==> src/rtl/maple_rx_deser.sv <==
`default_nettype none
// ============================================================================
// Module      : maple_rx_deser
// Description : Maple Bus receive-side line decoder. Synchronises SDCKA and
//               SDCKB, detects start/end patterns, deserialises the
//               alternating-phase data bits MSB-first into bytes and drives a
//               byte stream plus a frame-active level to the data buffer.
// Revision    : 1.0 - initial release
// ============================================================================
module maple_rx_deser #(
    parameter int SYNC_STAGES = 2,
    parameter int TIMEOUT     = 4096
) (
    input  logic       aclk,
    input  logic       areset,
    input  logic       sdcka,
    input  logic       sdckb,
    output logic [7:0] m_tdata,
    output logic       m_tvalid,
    output logic       frame_active,
    output logic       err
);

    localparam logic [1:0]  c_ST_IDLE  = 2'd0;
    localparam logic [1:0]  c_ST_START = 2'd1;
    localparam logic [1:0]  c_ST_DATA  = 2'd2;
    localparam logic [1:0]  c_ST_END   = 2'd3;
    localparam logic [15:0] c_TIMEOUT  = 16'(TIMEOUT);
    // Synchroniser depth is clamped so that a value below 2 still builds.
    localparam int          c_STAGES   = (SYNC_STAGES < 2) ? 2 : SYNC_STAGES;

    logic [c_STAGES-1:0] r_sync_a;
    logic [c_STAGES-1:0] r_sync_b;
    logic                r_a_d;
    logic                r_b_d;
    logic [1:0]          r_state;
    logic [2:0]          r_bcnt;
    logic [1:0]          r_acnt;
    logic [2:0]          r_bitcnt;
    logic [7:0]          r_shift;
    logic                r_phase_b;
    logic [15:0]         r_idle_cnt;

    logic w_a;
    logic w_b;
    logic w_a_rise;
    logic w_a_fall;
    logic w_b_rise;
    logic w_b_fall;
    logic w_a_edge;
    logic w_b_edge;
    logic w_bit;
    logic w_shift_en;

    // Synchronisers preset high so a reset with idle lines yields no edges.
    always_ff @(posedge aclk or posedge areset) begin
        if (areset) begin
            r_sync_a <= '1;
            r_sync_b <= '1;
            r_a_d    <= 1'b1;
            r_b_d    <= 1'b1;
        end else begin
            r_sync_a <= {r_sync_a[c_STAGES-2:0], sdcka};
            r_sync_b <= {r_sync_b[c_STAGES-2:0], sdckb};
            r_a_d    <= w_a;
            r_b_d    <= w_b;
        end
    end

    assign w_a      = r_sync_a[c_STAGES-1];
    assign w_b      = r_sync_b[c_STAGES-1];
    assign w_a_rise = w_a & ~r_a_d;
    assign w_a_fall = ~w_a & r_a_d;
    assign w_b_rise = w_b & ~r_b_d;
    assign w_b_fall = ~w_b & r_b_d;
    assign w_a_edge = w_a_rise | w_a_fall;
    assign w_b_edge = w_b_rise | w_b_fall;

    // In phase A the clock is A and data is on B; in phase B the roles swap.
    assign w_bit      = r_phase_b ? w_a : w_b;
    assign w_shift_en = r_phase_b ? w_b_fall : w_a_fall;

    // Protocol FSM with registered outputs, counters and shift register.
    always_ff @(posedge aclk or posedge areset) begin
        if (areset) begin
            r_state      <= c_ST_IDLE;
            r_bcnt       <= 3'd0;
            r_acnt       <= 2'd0;
            r_bitcnt     <= 3'd0;
            r_shift      <= 8'h00;
            r_phase_b    <= 1'b0;
            r_idle_cnt   <= 16'd0;
            m_tdata      <= 8'h00;
            m_tvalid     <= 1'b0;
            frame_active <= 1'b0;
            err          <= 1'b0;
        end else begin
            m_tvalid <= 1'b0;
            err      <= 1'b0;
            if (r_state == c_ST_IDLE) begin
                r_idle_cnt <= 16'd0;
                if (w_a_fall && w_b) begin
                    r_state <= c_ST_START;
                    r_bcnt  <= 3'd0;
                end
            end else if (w_a_edge && w_b_edge) begin
                err          <= 1'b1;
                frame_active <= 1'b0;
                r_state      <= c_ST_IDLE;
            end else if (r_idle_cnt == c_TIMEOUT) begin
                err          <= 1'b1;
                frame_active <= 1'b0;
                r_state      <= c_ST_IDLE;
            end else begin
                r_idle_cnt <= (w_a_edge || w_b_edge) ? 16'd0 : r_idle_cnt + 16'd1;
                case (r_state)
                    c_ST_START: begin
                        if (w_b_fall && r_bcnt != 3'd7) begin
                            r_bcnt <= r_bcnt + 3'd1;
                        end
                        if (w_a_rise) begin
                            if (r_bcnt == 3'd4) begin
                                r_state      <= c_ST_DATA;
                                frame_active <= 1'b1;
                                r_bitcnt     <= 3'd0;
                                r_shift      <= 8'h00;
                                r_phase_b    <= 1'b0;
                            end else begin
                                err     <= 1'b1;
                                r_state <= c_ST_IDLE;
                            end
                        end
                    end
                    c_ST_DATA: begin
                        if (w_shift_en) begin
                            r_shift   <= {r_shift[6:0], w_bit};
                            r_bitcnt  <= r_bitcnt + 3'd1;
                            r_phase_b <= ~r_phase_b;
                            if (r_bitcnt == 3'd7) begin
                                m_tdata  <= {r_shift[6:0], w_bit};
                                m_tvalid <= 1'b1;
                            end
                        end else if (!r_phase_b && w_b_fall && w_a) begin
                            r_state <= c_ST_END;
                            r_acnt  <= 2'd0;
                        end else if (r_phase_b && w_a_fall) begin
                            err          <= 1'b1;
                            frame_active <= 1'b0;
                            r_state      <= c_ST_IDLE;
                        end
                    end
                    c_ST_END: begin
                        if (w_a_fall && r_acnt != 2'd3) begin
                            r_acnt <= r_acnt + 2'd1;
                        end
                        if (w_b_rise) begin
                            // A partial byte only ever lives in r_shift, so it is dropped here.
                            err          <= !(r_acnt == 2'd2 && r_bitcnt == 3'd0 && w_a);
                            frame_active <= 1'b0;
                            r_state      <= c_ST_IDLE;
                        end
                    end
                    default: begin
                        r_state <= c_ST_IDLE;
                    end
                endcase
            end
        end
    end

endmodule
`default_nettype wire
==> config.mk <==
export PLATFORM = sky130hd
export DESIGN_NAME = maple_rx_deser
export DESIGN_NICKNAME = d
export VERILOG_FILES = /design/src/rtl/maple_rx_deser.sv
export SDC_FILE = /design/constraint.sdc
export NUM_CORES = 1
export LEC_CHECK = 0
export ABC_AREA = 0
export BUFFER_PORTS_ARGS = -buffer_cell sky130_fd_sc_hd__buf_4
export CAP_MARGIN = 20
export CORE_UTILIZATION = 50
export DETAILED_ROUTE_END_ITERATION = 16
export HOLD_SLACK_MARGIN = 0.02
export MAX_ROUTING_LAYER = met4
export PLACE_DENSITY_LB_ADDON = 0.05
export SKIP_LAST_GASP = 1
export SLEW_MARGIN = 5
export SYNTH_ARGS = -nofsm -noshare
export SYNTH_HDL_FRONTEND = slang
export SYNTH_SLANG_ARGS = --single-unit
==> constraint.sdc <==
create_clock -name aclk -period 5.1 [get_ports aclk]
set_input_delay 1.02 -clock aclk [delete_from_list [all_inputs] [get_ports aclk]]
set_output_delay 1.02 -clock aclk [all_outputs]
set_load 0.1 [all_outputs]
==> Yosys cells after proc, flatten, opt, wreduce, memory -nomap -nowiden <==
Index checks and enable logic that the tools add are counted.
{ "totals": {"regBits": 51} }
{ "classes": {"add_sub_neg": 4, "n_eq_ne": 28, "muxes": 64, "bitwise_logic": 14, "n_reduce_logical": 26} }
{ "op_table": {"columns": ["operator", "n"], "rows": [
  ["two-way mux 16 bit", 4],
  ["two-way mux 1 bit", 28],
  ["two-way mux 3 bit", 9],
  ["two-way mux 2 bit", 13],
  ["inequality test 4 bit, second input constant", 6],
  ["two-way mux 7 bit", 3],
  ["inequality test 2 bit, second input constant", 9],
  ["adder 16 x 1 -> 16 bit, second input constant", 1],
  ["== test 16 x 13 -> 1 bit, second input constant", 1],
  ["inequality test 5 bit, second input constant", 3],
  ["one-hot mux 7 bit (2 select lines)", 1],
  ["AND reduction 7 bit", 2],
  ["AND reduction 5 bit", 2],
  ["logical AND 1 bit", 9],
  ["NOT 1 bit", 8],
  ["AND reduction 8 bit", 1],
  ["nonzero test 2 bit", 4],
  ["adder 3 x 1 -> 3 bit, second input constant", 2],
  ["== test 2 bit, second input constant", 3],
  ["== test 3 bit, second input constant", 2],
  ["inequality test 6 bit, second input constant", 1],
  ["one-hot mux 1 bit (3 select lines)", 2],
  ["one-hot mux 2 bit (3 select lines)", 1],
  ["one-hot mux 3 bit (2 select lines)", 1],
  ["15 further kinds", 20]
]} }

==> Depth between registers and ports, before layout <==
Gate-level depths: netlist (run 1).
{ "depth": {"depth_word": 10, "depth_mapped": 9, "ltp_nobuf": 7} }

==> Worst setup path before layout (run 1) <==
OpenSTA, ideal clock, no wires.
{ "synth_path": {"path_type": "reg2reg", "start": "reg r_sync_a[1]", "end": "reg m_tdata[0]", "setup_ps": 125, "arrival_ps": 1987, "required_ps": 4975, "setup_slack_ps": 2987, "stages_incl_launch_ff": 7, "path_buffers": 0, "period_less_slack_ps": 2113, "path_cell_list": "dfstp_2 -> inv_1 -> ha_1 -> or2_2 -> nand2b_1 -> nor4b_4 -> mux2_2"} }
{ "synth_between": {"elab_chain_cells": 6, "word_cells_on_any_way": 9} }
{ "synth_lines": {"columns": ["element", "line", "rtl"], "rows": [
  ["start, declared", "32", "logic [c_STAGES-1:0] r_sync_a;"],
  ["start signal, assigned", "63", "r_sync_a <= {r_sync_a[c_STAGES-2:0], sdcka};"],
  ["NOT 1 bit", "73", "assign w_a_fall = ~w_a & r_a_d;"],
  ["bitwise AND 1 bit", "73", null],
  ["bitwise OR 1 bit", "76", "assign w_a_edge = w_a_rise | w_a_fall;"],
  ["logical AND 1 bit", "106", "end else if (w_a_edge && w_b_edge) begin"],
  ["NOT 1 bit (no source line)", null, null],
  ["AND reduction 6 bit (no source line)", null, null],
  ["end signal, assigned", "140", "m_tdata <= {r_shift[6:0], w_bit};"],
  ["end, declared", "18", "output logic [7:0] m_tdata,"]
]} }
Parallel ways exist; a longest one is shown, timed or not.
A chain may end at the register's enable or synchronous reset.

==> Final worst setup path (run 1) <==
{ "layout_path": {"start": "reg r_sync_a[1]", "end": "reg r_idle_cnt[5]"} }
{ "layout_between": {"elab_chain_cells": 8, "word_cells_on_any_way": 12} }
{ "layout_lines": {"columns": ["element", "line", "rtl"], "rows": [
  ["NOT 1 bit", "73", null],
  ["bitwise AND 1 bit", "73", null],
  ["bitwise OR 1 bit (*)", "76", null],
  ["logical OR 1 bit", "115", "r_idle_cnt <= (w_a_edge || w_b_edge) ? 16'd0 : r_idle_cnt + 16'd1;"],
  ["two-way mux 16 bit", "115", null],
  ["two-way mux 16 bit", "110", "end else if (r_idle_cnt == c_TIMEOUT) begin"],
  ["two-way mux 16 bit", "106", null],
  ["two-way mux 16 bit", "100", "if (r_state == c_ST_IDLE) begin"],
  ["end signal, assigned", "115", null],
  ["end, declared", "42", "logic [15:0] r_idle_cnt;"]
]} }
Every way passes the cells marked *; elsewhere a longest branch is shown, timed or not. The select of a mux whose other input is x is not followed.

==> results.sh, run 1 <==
export IMPL_gr_max_usage_layer="met2"
export IMPL_ant_nets=0
export IMPL_hold_worst_slack_ns=0.367
export IMPL_cts_setup_buffers=0
export IMPL_grt_remaining_overflow=0
export IMPL_holdBufCountCts=0
export IMPL_p_leak_uw=0.00131
export IMPL_rsz0062_at_grt="no"
export IMPL_antenna_cells=0
export IMPL_ys_warn_count=0
export IMPL_yosysSeqAreaShare=0.468
export IMPL_cpMaxStageDelayCell="dfstp_2"
export IMPL_wire_per_inst_um=14.6
export IMPL_grt_max_degree=52
export IMPL_cpPeakStageDelay_ns=0.62
export IMPL_critPathBufInv=1
export IMPL_pre_cts_slack_ns=2.58
export IMPL_synth_cell_types=44
export IMPL_path_max_fanout=11
export IMPL_dieWidth_um=76.0
export IMPL_cts_tree="yes"
export IMPL_finalCritPeriodShare=0.506
export IMPL_critical_path_cell_chain="inv_1, ha_1, nand2_1, or2_2, nor2_1, o21ai_0, a31oi_1"
export IMPL_comb_power_share=0.265
export IMPL_cts_root_buf="clkbuf_8"
export IMPL_cts_buffer_depth=2
export IMPL_drc=0
export IMPL_initial_utilization=0.527
export IMPL_grt_pass1_wl_um=9400
export IMPL_vias_per_cell=5.63
export IMPL_max_cap_violations=0
export IMPL_hold_class="reg2reg"
export IMPL_sequentialPowerShare=0.471
export IMPL_first_iter_violations=94
export IMPL_finalSetupViolCount=0
export IMPL_place_congestion=0.804
export IMPL_ir_worst_vdd_mv=0.174
export IMPL_clk_latency_ns=0.31
export IMPL_timing_fmax_mhz=387
export IMPL_worstPathRequired_ns=5.33
export IMPL_synth_edf_count=0
export IMPL_outcome="finished, final reports clean"
export IMPL_core_area_um2=5200
export IMPL_tightest_slew_ns=0.962
export IMPL_path_class="reg2reg"
export IMPL_synthCells=288
export IMPL_netlist_area_um2=2740
export IMPL_grt_pass1_vias=1984
export IMPL_critical_path_arrival_ns=2.81
export IMPL_ys_ff_latch=51
export IMPL_die_h_um=76.0
export IMPL_tritoncts_num_sinks=51
export IMPL_cts_buffers=5
export IMPL_ys_flop_type="dfrtp_1"
export IMPL_fin_util=0.578
export IMPL_power_switching_uw=328
export IMPL_dr_pass1_iters=4
export IMPL_cp_end_kind="register"
export IMPL_p_clk_frac=0.264
export IMPL_track_usage=0.205
export IMPL_rows=26
export IMPL_grt_antenna_before_repair=0
export IMPL_use_met1=0.272
export IMPL_clkTransAtPathRegs_ns=0.10
export IMPL_synth_fp_nets=310
export IMPL_drive_above_1_share=0.150
export IMPL_slew_headroom=0.358
export IMPL_htree_levels=2
export IMPL_internal_power_uw=620
export IMPL_area_delta_synth_final_pct=9.72
export IMPL_wl_um=5390
export IMPL_die_area_um2=5780
export IMPL_syn_mean_instance_area_um2=9.52
export IMPL_num_vias=2082
export IMPL_post_dp_hpwl_um=3760
export IMPL_setup_slack_ns=2.52
export IMPL_hold_viol_final=0
export IMPL_fin_tns_setup_ns=0
export IMPL_ys_async_sr_fraction=1.00
export IMPL_cp_top_family="simple AND/OR/NAND/NOR gates"
export IMPL_groute_layer_met3_usage=0.0323
export IMPL_slew_viol_final=0
export IMPL_worst_setup_path_start_kind="register"
export IMPL_finalClockSkew_ns=0.00842
export IMPL_use_met2=0.335
export IMPL_period_minus_slack_ns=2.58
export IMPL_numPortBuffers=14
export IMPL_num_io_pins=15
export IMPL_p_per_area_nw_per_um2=315
export IMPL_nets=321
export IMPL_sw_frac_of_total=0.346
export IMPL_cts_resized=0
[power groups by stage]
| stage | Sequential [uW] | Combinational [uW] | Clock, uW |
|---|---|---|---|
| 2_1_floorplan | 491 | 156 | 0 |
| 3_3_place_gp | 454 | 249 | 0 |
| 3_5_place_dp | 455 | 249 | 0 |
| 4_1_cts | 447 | 251 | 259 |
| 5_1_grt | 451 | 276 | 273 |
| 6_report | 447 | 251 | 250 |
[path summary, 6_finish.rpt]
| kind | from | to | slack [ns] | cells past startpoint |
|---|---|---|---|---|
| min | r_sync_a[0] | r_sync_a[1] | 0.37 | 0 |
| max | r_sync_a[1] | r_idle_cnt[5] | 2.52 | 7 |
| max in group asynchronous | areset | r_sync_b[1] | 3.92 | 3 |
| max reg2reg | r_sync_a[1] | r_idle_cnt[5] | 2.52 | 7 |
| min in group asynchronous | areset | r_idle_cnt[10] | 0.63 | 2 |
| min reg2reg | r_sync_a[0] | r_sync_a[1] | 0.37 | 0 |
[flip-flops by register name, summed over array words and instances (netlist names), 3 cells and up]
signal,flops
m_tdata,8
r_shift,7
r_idle_cnt,16
r_bcnt,3
r_bitcnt,3
[per-stage QoR]
step | cells | power, uW | instance area [um2]
floorplan | 288 | 647 | 2740
global placement | 361 | 703 | 2890
detailed placement | 361 | 705 | 2890
CTS | 369 | 958 | 2990
global route | 370 | 999 | 3010
finish | 370 | 949 | 3010
[kinds of logic after synthesis]
family                     Yosys count  synth area share
AOI/OAI and AO/OA                   62             0.131
adders and majority gates           18            0.0822
and+or+nand+nor                     99             0.194
DFF                                 51             0.468
muxes                               14            0.0557
xor gates and xnor gates             2           0.00639
buffers and inverters               42            0.0625
[synthesized netlist by cell type, types with 2 or more instances]
cell type   n  area, um2
nand4_1     9       56.3
nor4_1      5       31.3
nor3_1      8       40.0
a31oi_1     5       31.3
mux2i_1     4       40.0
or2_2       2       12.5
nand3_1    22        110
dfrtp_1    45       1130
o211ai_1    2       15.0
dfstp_2     6        158
nor3b_1     2       15.0
or3_1       4       25.0
nand2_1    24       90.1
mux2_2     10        113
a21oi_1     8       40.0
o21a_1      2       15.0
clkbuf_1    5       18.8
nand2b_1    7       43.8
ha_1       18        225
inv_1      30        113
nor2_1      8       30.0
nor4b_1     2       17.5
buf_2       4       20.0
o21ai_0    36        180
[layer usage]
| layer | vias up | routed length [um] |
|---|---|---|
| met5 | - | 0 |
| met4 | 0 | 38 |
| met3 | 4 | 142 |
| met2 | 30 | 2610 |
| met1 | 1018 | 2600 |
| li1 | 1030 | - |
[cells in the final DEF, fill, tap and decap left out, types with 4 or more instances in the layout]
cell type  instances
nand2b_1           7
nor2_1             8
or3_1              4
dfrtp_1           45
nand2_1           24
nor3_1             8
buf_4             15
dfstp_2            6
clkbuf_8           6
mux2_2            10
inv_1             29
ha_1              18
nor4_1             4
a21oi_1            8
nand4_1            9
mux2i_1            4
o21ai_0           36
a31oi_1            5
nand3_1           22
[worst register-to-register path, delay by kind of cell, from the launching register on]
| family | cells | cell delay (ns) |
|---|---|---|
| and+or+nand+nor | 3 | 1.13 |
| DFF | 1 | 0.62 |
| AOI/OAI and AO/OA | 2 | 0.39 |
| adders and majority gates | 1 | 0.31 |
| buffers and inverters | 1 | 0.06 |
[layout make-up]
class / instances / area, um2
clock buffers: 6 / 82.6
clock inverters: 2 / 16.3
fillers: 464 / 2200
inverters: 30 / 113
multi-input cells: 195 / 1290
flip-flops and latches: 51 / 1280
well taps: 70 / 87.6
repair buffers: 16 / 133
(Power assumes the default switching activity.)
==> inputs of run 2 (changes only) <==
==> constraint.sdc (replaced) <==
create_clock -name aclk -period 2.55 [get_ports aclk]
set_input_delay 0.51 -clock aclk [delete_from_list [all_inputs] [get_ports aclk]]
set_output_delay 0.51 -clock aclk [all_outputs]
set_load 0.1 [all_outputs]
==> run 2 against run 1 <==
Net effect: flip-flop and latch count unchanged; first-iteration DRC count down 15%; clock-buffer cell count unchanged; die area unchanged; critical path depth unchanged; clock power up 140%; cell area up 2.3%.
==> results.sh, run 2 (synthesis gave the netlist of run 1 again) <==
export IMPL_outcome="finished, final reports clean"
export IMPL_hold_class="in2reg"
export IMPL_rsz0062_at_grt="no"
export IMPL_grt_antenna_before_repair=0
export IMPL_grt_remaining_overflow=0
export IMPL_final_area_um2=3080
export IMPL_drive_above_1_share=0.172
export IMPL_dieWidth_um=76.0
export IMPL_fin_tns_setup_ns=0
export IMPL_reg_top3="r_idle_cnt: 16 flops, m_tdata: 8 flops, r_shift: 7 flops"
export IMPL_grt_pass1_vias=2009
export IMPL_initial_utilization=0.527
export IMPL_clkTransAtPathRegs_ns=0.10
export IMPL_cts_buffer_depth=2
export IMPL_max_cap_violations=0
export IMPL_final_cell_mix="dfrtp_1 (45), o21ai_0 (36), inv_1 (29)"
export IMPL_path_class="reg2reg"
export IMPL_power_switching_uw=659
export IMPL_sequentialPowerShare=0.441
export IMPL_path_max_fanout=8
export IMPL_wl_um=5350
export IMPL_dpl_instance_area_um2=2960
export IMPL_first_iter_violations=80
export IMPL_ff_latch_area_um2=1280
export IMPL_p_per_area_nw_per_um2=658
export IMPL_grt_max_degree=52
export IMPL_nets=329
export IMPL_core_area_um2=5200
export IMPL_ant_nets=0
export IMPL_n_fill_cell=456
export IMPL_setup_slack_ns=0.322
export IMPL_post_dp_hpwl_um=3800
export IMPL_num_io_pins=15
export IMPL_critical_path_arrival_ns=2.45
export IMPL_multiInputGateArea_um2=1290
export IMPL_cts_root_buf="clkbuf_8"
export IMPL_die_area_um2=5780
export IMPL_cts_buffers=5
export IMPL_slew_viol_final=0
export IMPL_period_minus_slack_ns=2.23
export IMPL_rows=26
export IMPL_hold_viol_final=0
export IMPL_numPortBuffers=14
export IMPL_worst_setup_path_start_kind="register"
export IMPL_ir_worst_vdd_mv=0.406
export IMPL_track_usage=0.216
export IMPL_grt_pass1_wl_um=9670
export IMPL_antenna_cells=0
export IMPL_finalClockSkew_ns=0.00660
export IMPL_drc=0
export IMPL_p_clk_frac=0.296
export IMPL_tritoncts_num_sinks=51
export IMPL_htree_levels=2
export IMPL_cp_end_kind="register"
export IMPL_final_common_cell="dfrtp_1"
export IMPL_worstPathRequired_ns=2.77
export IMPL_cts_resized=0
export IMPL_finalSetupViolCount=0
export IMPL_p_leak_uw=0.00137
export IMPL_finalCritPeriodShare=0.874
export IMPL_tightest_slew_ns=0.689
export IMPL_num_vias=2089
export IMPL_regMostFlops="r_idle_cnt"
export IMPL_cts_tree="yes"
export IMPL_crit_path_start="r_sync_a[1]"
export IMPL_die_h_um=76.0
export IMPL_cts_setup_buffers=0
export IMPL_slew_headroom=0.536
export IMPL_largest_reg_flops=16
export IMPL_comb_power_share=0.263
export IMPL_pre_cts_slack_ns=0.364
export IMPL_min_delay_start="sdcka"
export IMPL_wire_per_inst_um=14.2
export IMPL_place_congestion=0.835
export IMPL_dr_pass1_iters=4
export IMPL_r2r_start="r_sync_a[1]"
export IMPL_vias_per_cell=5.53
export IMPL_internal_power_uw=1370
export IMPL_holdBufCountCts=0
export IMPL_sw_frac_of_total=0.325
export IMPL_area_delta_synth_final_pct=12.3
export IMPL_clk_latency_ns=0.30
export IMPL_timing_fmax_mhz=449
==> run 2: changes by cell type in the layout (fill, tap and decap cells not counted), sizes merged <==
cell,previous run,this run
buf,16,24
bufinv,0,1
clkinv,1,0
clkinvlp,1,0
inv,30,31
==> run 2: power by group through the flow <==
| stage | clock, uW | sequential, uW | combinational, uW |
|---|---|---|---|
| floorplan | 0 | 983 | 311 |
| global placement | 0 | 909 | 535 |
| detailed placement | 0 | 910 | 530 |
| CTS | 622 | 894 | 534 |
| global route | 646 | 902 | 603 |
| finish | 599 | 893 | 532 |
==> run 2: per-stage QoR <==
step	total power, uW	cells	util	hold slack, ns
final	2020	378	0.591	0.311
after detailed placement	1440	370	0.568	0.354
after global placement	1440	370	0.568	0.347
after floorplan	1290	288	-	0.345
after CTS	2050	378	0.591	0.299
after global routing	2150	378	0.591	0.293
==> run 2: per-layer routing <==
layer | wire length (um) | share of wire | up-vias | global-route usage
met2 | 2500 | 0.47 | 41 | 0.332
met5 | 0 | 0 | - | -
met3 | 175 | 0.033 | 2 | 0.0323
li1 | - | - | 1053 | -
met1 | 2640 | 0.49 | 993 | 0.296
met4 | 36 | 0.0067 | 0 | 0.0692
==> run 2: worst max-delay path, stage by stage (launching register included) <==
cell,delay [ns]
dfstp_2,0.61
inv_1,0.06
ha_1,0.30
nand2_1,0.13
or2_2,0.38
nand2b_1,0.22
or3_1,0.36
o21ai_0,0.08
==> run 2: final timing paths <==
path / cells after the start / end / slack (ns)
max: 7 / r_idle_cnt[15] / 0.32
min in group asynchronous: 3 / r_idle_cnt[14] / 0.37
max in group asynchronous: 3 / r_idle_cnt[6] / 1.77
max reg2reg: 7 / r_idle_cnt[15] / 0.32
min: 1 / r_sync_a[0] / 0.31
min reg2reg: 0 / r_sync_a[1] / 0.36
==> run 2: final cells by class <==
| class | count | area share |
|---|---|---|
| multi-input combinational | 195 | 0.420 |
| clock inverter | 2 | 0.0126 |
| clock buffer | 6 | 0.0268 |
| tap | 70 | 0.0285 |
| inverter | 30 | 0.0366 |
| timing repair buffer | 24 | 0.0585 |
| sequential | 51 | 0.417 |
==> inputs of run 3 (changes only) <==
--- a/config.mk
+++ b/config.mk
@@ -6,8 +6,7 @@
 export NUM_CORES = 1
 export LEC_CHECK = 0
 export ABC_AREA = 0
-export BUFFER_PORTS_ARGS = -buffer_cell sky130_fd_sc_hd__buf_4
-export CAP_MARGIN = 20
+export BUFFER_PORTS_ARGS = -buffer_cell sky130_fd_sc_hd__buf_2
 export CORE_UTILIZATION = 50
 export DETAILED_ROUTE_END_ITERATION = 16
 export HOLD_SLACK_MARGIN = 0.02
==> run 3 against run 2 <==
Net effect: cell area down 2.0%; die area unchanged; flip-flop and latch count unchanged; largest power group unchanged; maximum frequency down 2.8%; non-clock buffer count unchanged; hold slack worse by 0.13 ns; clock power down 17%; highest routed layer unchanged; critical endpoint is now r_acnt[1]; register-to-register slack worse by 0.06 ns; clock-buffer cell count down 1; worst setup slack worse by 0.065 ns; clock skew up 0.0066 ns; critical path depth unchanged.
==> results.sh, run 3 (synthesis gave the netlist of run 1 again) <==
export IMPL_wl_met3_um=228
export IMPL_track_usage=0.213
export IMPL_reg2regPathDepth=7
export IMPL_grt_pass1_vias=1946
export IMPL_period_minus_slack_ns=2.29
export IMPL_final_common_cell="dfrtp_1"
export IMPL_first_iter_violations=122
export IMPL_max_cap_violations=0
export IMPL_htree_levels=2
export IMPL_finalClockSkew_ns=0.0132
export IMPL_worst_setup_path_start_kind="register"
export IMPL_outcome="finished, final reports clean"
export IMPL_core_area_um2=5200
export IMPL_numPortBuffers=14
export IMPL_wl_met1_um=2650
export IMPL_worstPathRequired_ns=2.76
export IMPL_dpl_instance_area_um2=2920
export IMPL_num_vias=2086
export IMPL_p_leak_uw=0.00134
export IMPL_finalCritPeriodShare=0.899
export IMPL_cts_root_buf="clkbuf_8"
export IMPL_clk_latency_ns=0.31
export IMPL_dieWidth_um=76.0
export IMPL_grt_remaining_overflow=0
export IMPL_timing_fmax_mhz=436
export IMPL_initial_utilization=0.527
export IMPL_final_cell_mix="dfrtp_1 (45), o21ai_0 (36), inv_1 (29)"
export IMPL_hold_class="in2async"
export IMPL_critical_path_arrival_ns=2.50
export IMPL_p_per_area_nw_per_um2=636
export IMPL_cts_setup_buffers=0
export IMPL_post_dp_hpwl_um=3940
export IMPL_layoutNonFillerInstCount=378
export IMPL_ant_nets=0
export IMPL_path_max_fanout=8
export IMPL_num_io_pins=15
export IMPL_finalSetupViolCount=0
export IMPL_grt_pass1_wl_um=9380
export IMPL_tightest_slew_ns=0.699
export IMPL_drc=0
export IMPL_regMostFlops="r_idle_cnt"
export IMPL_drive_above_1_share=0.172
export IMPL_grt_max_degree=22
export IMPL_die_area_um2=5780
export IMPL_reg_top3="r_idle_cnt: 16 flops, m_tdata: 8 flops, r_shift: 7 flops"
export IMPL_top_layer="met4"
export IMPL_grt_antenna_before_repair=0
export IMPL_tritoncts_num_sinks=51
export IMPL_wl_met2_um=2500
export IMPL_vias_per_cell=5.52
export IMPL_cp_end_kind="register"
export IMPL_area_delta_synth_final_pct=10.0
export IMPL_wl_um=5460
export IMPL_cts_tree="yes"
export IMPL_hold_viol_final=0
export IMPL_clkTransAtPathRegs_ns=0.11
export IMPL_nets=329
export IMPL_rows=26
export IMPL_holdBufCountCts=0
export IMPL_dr_pass1_iters=6
export IMPL_wire_per_inst_um=14.4
export IMPL_r2r_start="r_sync_a[1]"
export IMPL_path_class="reg2reg"
export IMPL_antenna_cells=0
export IMPL_slew_headroom=0.529
export IMPL_cts_resized=0
export IMPL_fin_tns_setup_ns=0
export IMPL_die_h_um=76.0
export IMPL_final_area_um2=3020
export IMPL_ir_worst_vdd_mv=0.333
export IMPL_largest_reg_flops=16
export IMPL_slew_viol_final=0
export IMPL_rsz0062_at_grt="no"
export IMPL_cts_buffers=5
export IMPL_place_congestion=0.879
export IMPL_dp_cells=370
export IMPL_crit_path_start="r_sync_a[1]"
export IMPL_cts_buffer_depth=2
[run 3: changes by cell type in the layout (fill, tap and decap cells not counted)]
cell and delta:
buf_2 +14, buf_4 -14, bufinv_16 -1, clkbuf_8 -1, clkinvlp_4 +1, inv_6 +1
[run 3: power by group]
part,switching (uW),internal (uW)
combinational,344,182
sequential,38.6,855
clock,297,201
[run 3: final timing paths]
path | end | slack (ns)
setup / recovery | r_acnt[1] | 0.26
hold / removal | m_tdata[3] | 0.18
setup reg to reg | r_acnt[1] | 0.26
hold reg to reg | r_sync_a[1] | 0.37
max in group asynchronous | r_sync_b[1] | 1.74
min in group aclk | r_sync_b[0] | 0.28
[run 3: stage by stage]
step | setup WS (ns) | power, uW | utilization | hold WS, ns
after floorplan | 0.437 | 1290 | - | 0.345
final | 0.258 | 1920 | 0.579 | 0.180
after detailed placement | 0.290 | 1430 | 0.561 | 0.352
after global placement | 0.334 | 1440 | 0.561 | 0.349
after global routing | 0.162 | 2030 | 0.579 | 0.202
after CTS | 0.272 | 1940 | 0.579 | 0.181
[run 3: routing by layer]
| layer | vias up | GRT usage |
|---|---|---|
| met4 | 0 | 0.0827 |
| met2 | 42 | 0.322 |
| li1 | 1047 | - |
| met5 | - | - |
| met3 | 9 | 0.0395 |
| met1 | 988 | 0.285 |
[run 3: area by class of cell]
type                            instances  area [um2]
Fill cell                             474        2190
Multi-Input combinational cell        195        1290
Sequential cell                        51        1280
Timing Repair Buffer                   24         145
Inverter                               30         113
Tap cell                               70        87.6
Clock buffer                            5        68.8
Clock inverter                          3        25.0
[run 3: critical path, stage by stage (launching register included)]
cell and delay (ns):
dfstp_2 0.62, inv_1 0.07, ha_1 0.26, mux2_2 0.29
nand2_1 0.14, nand3_1 0.08, nor3_1 0.33, mux2_2 0.39
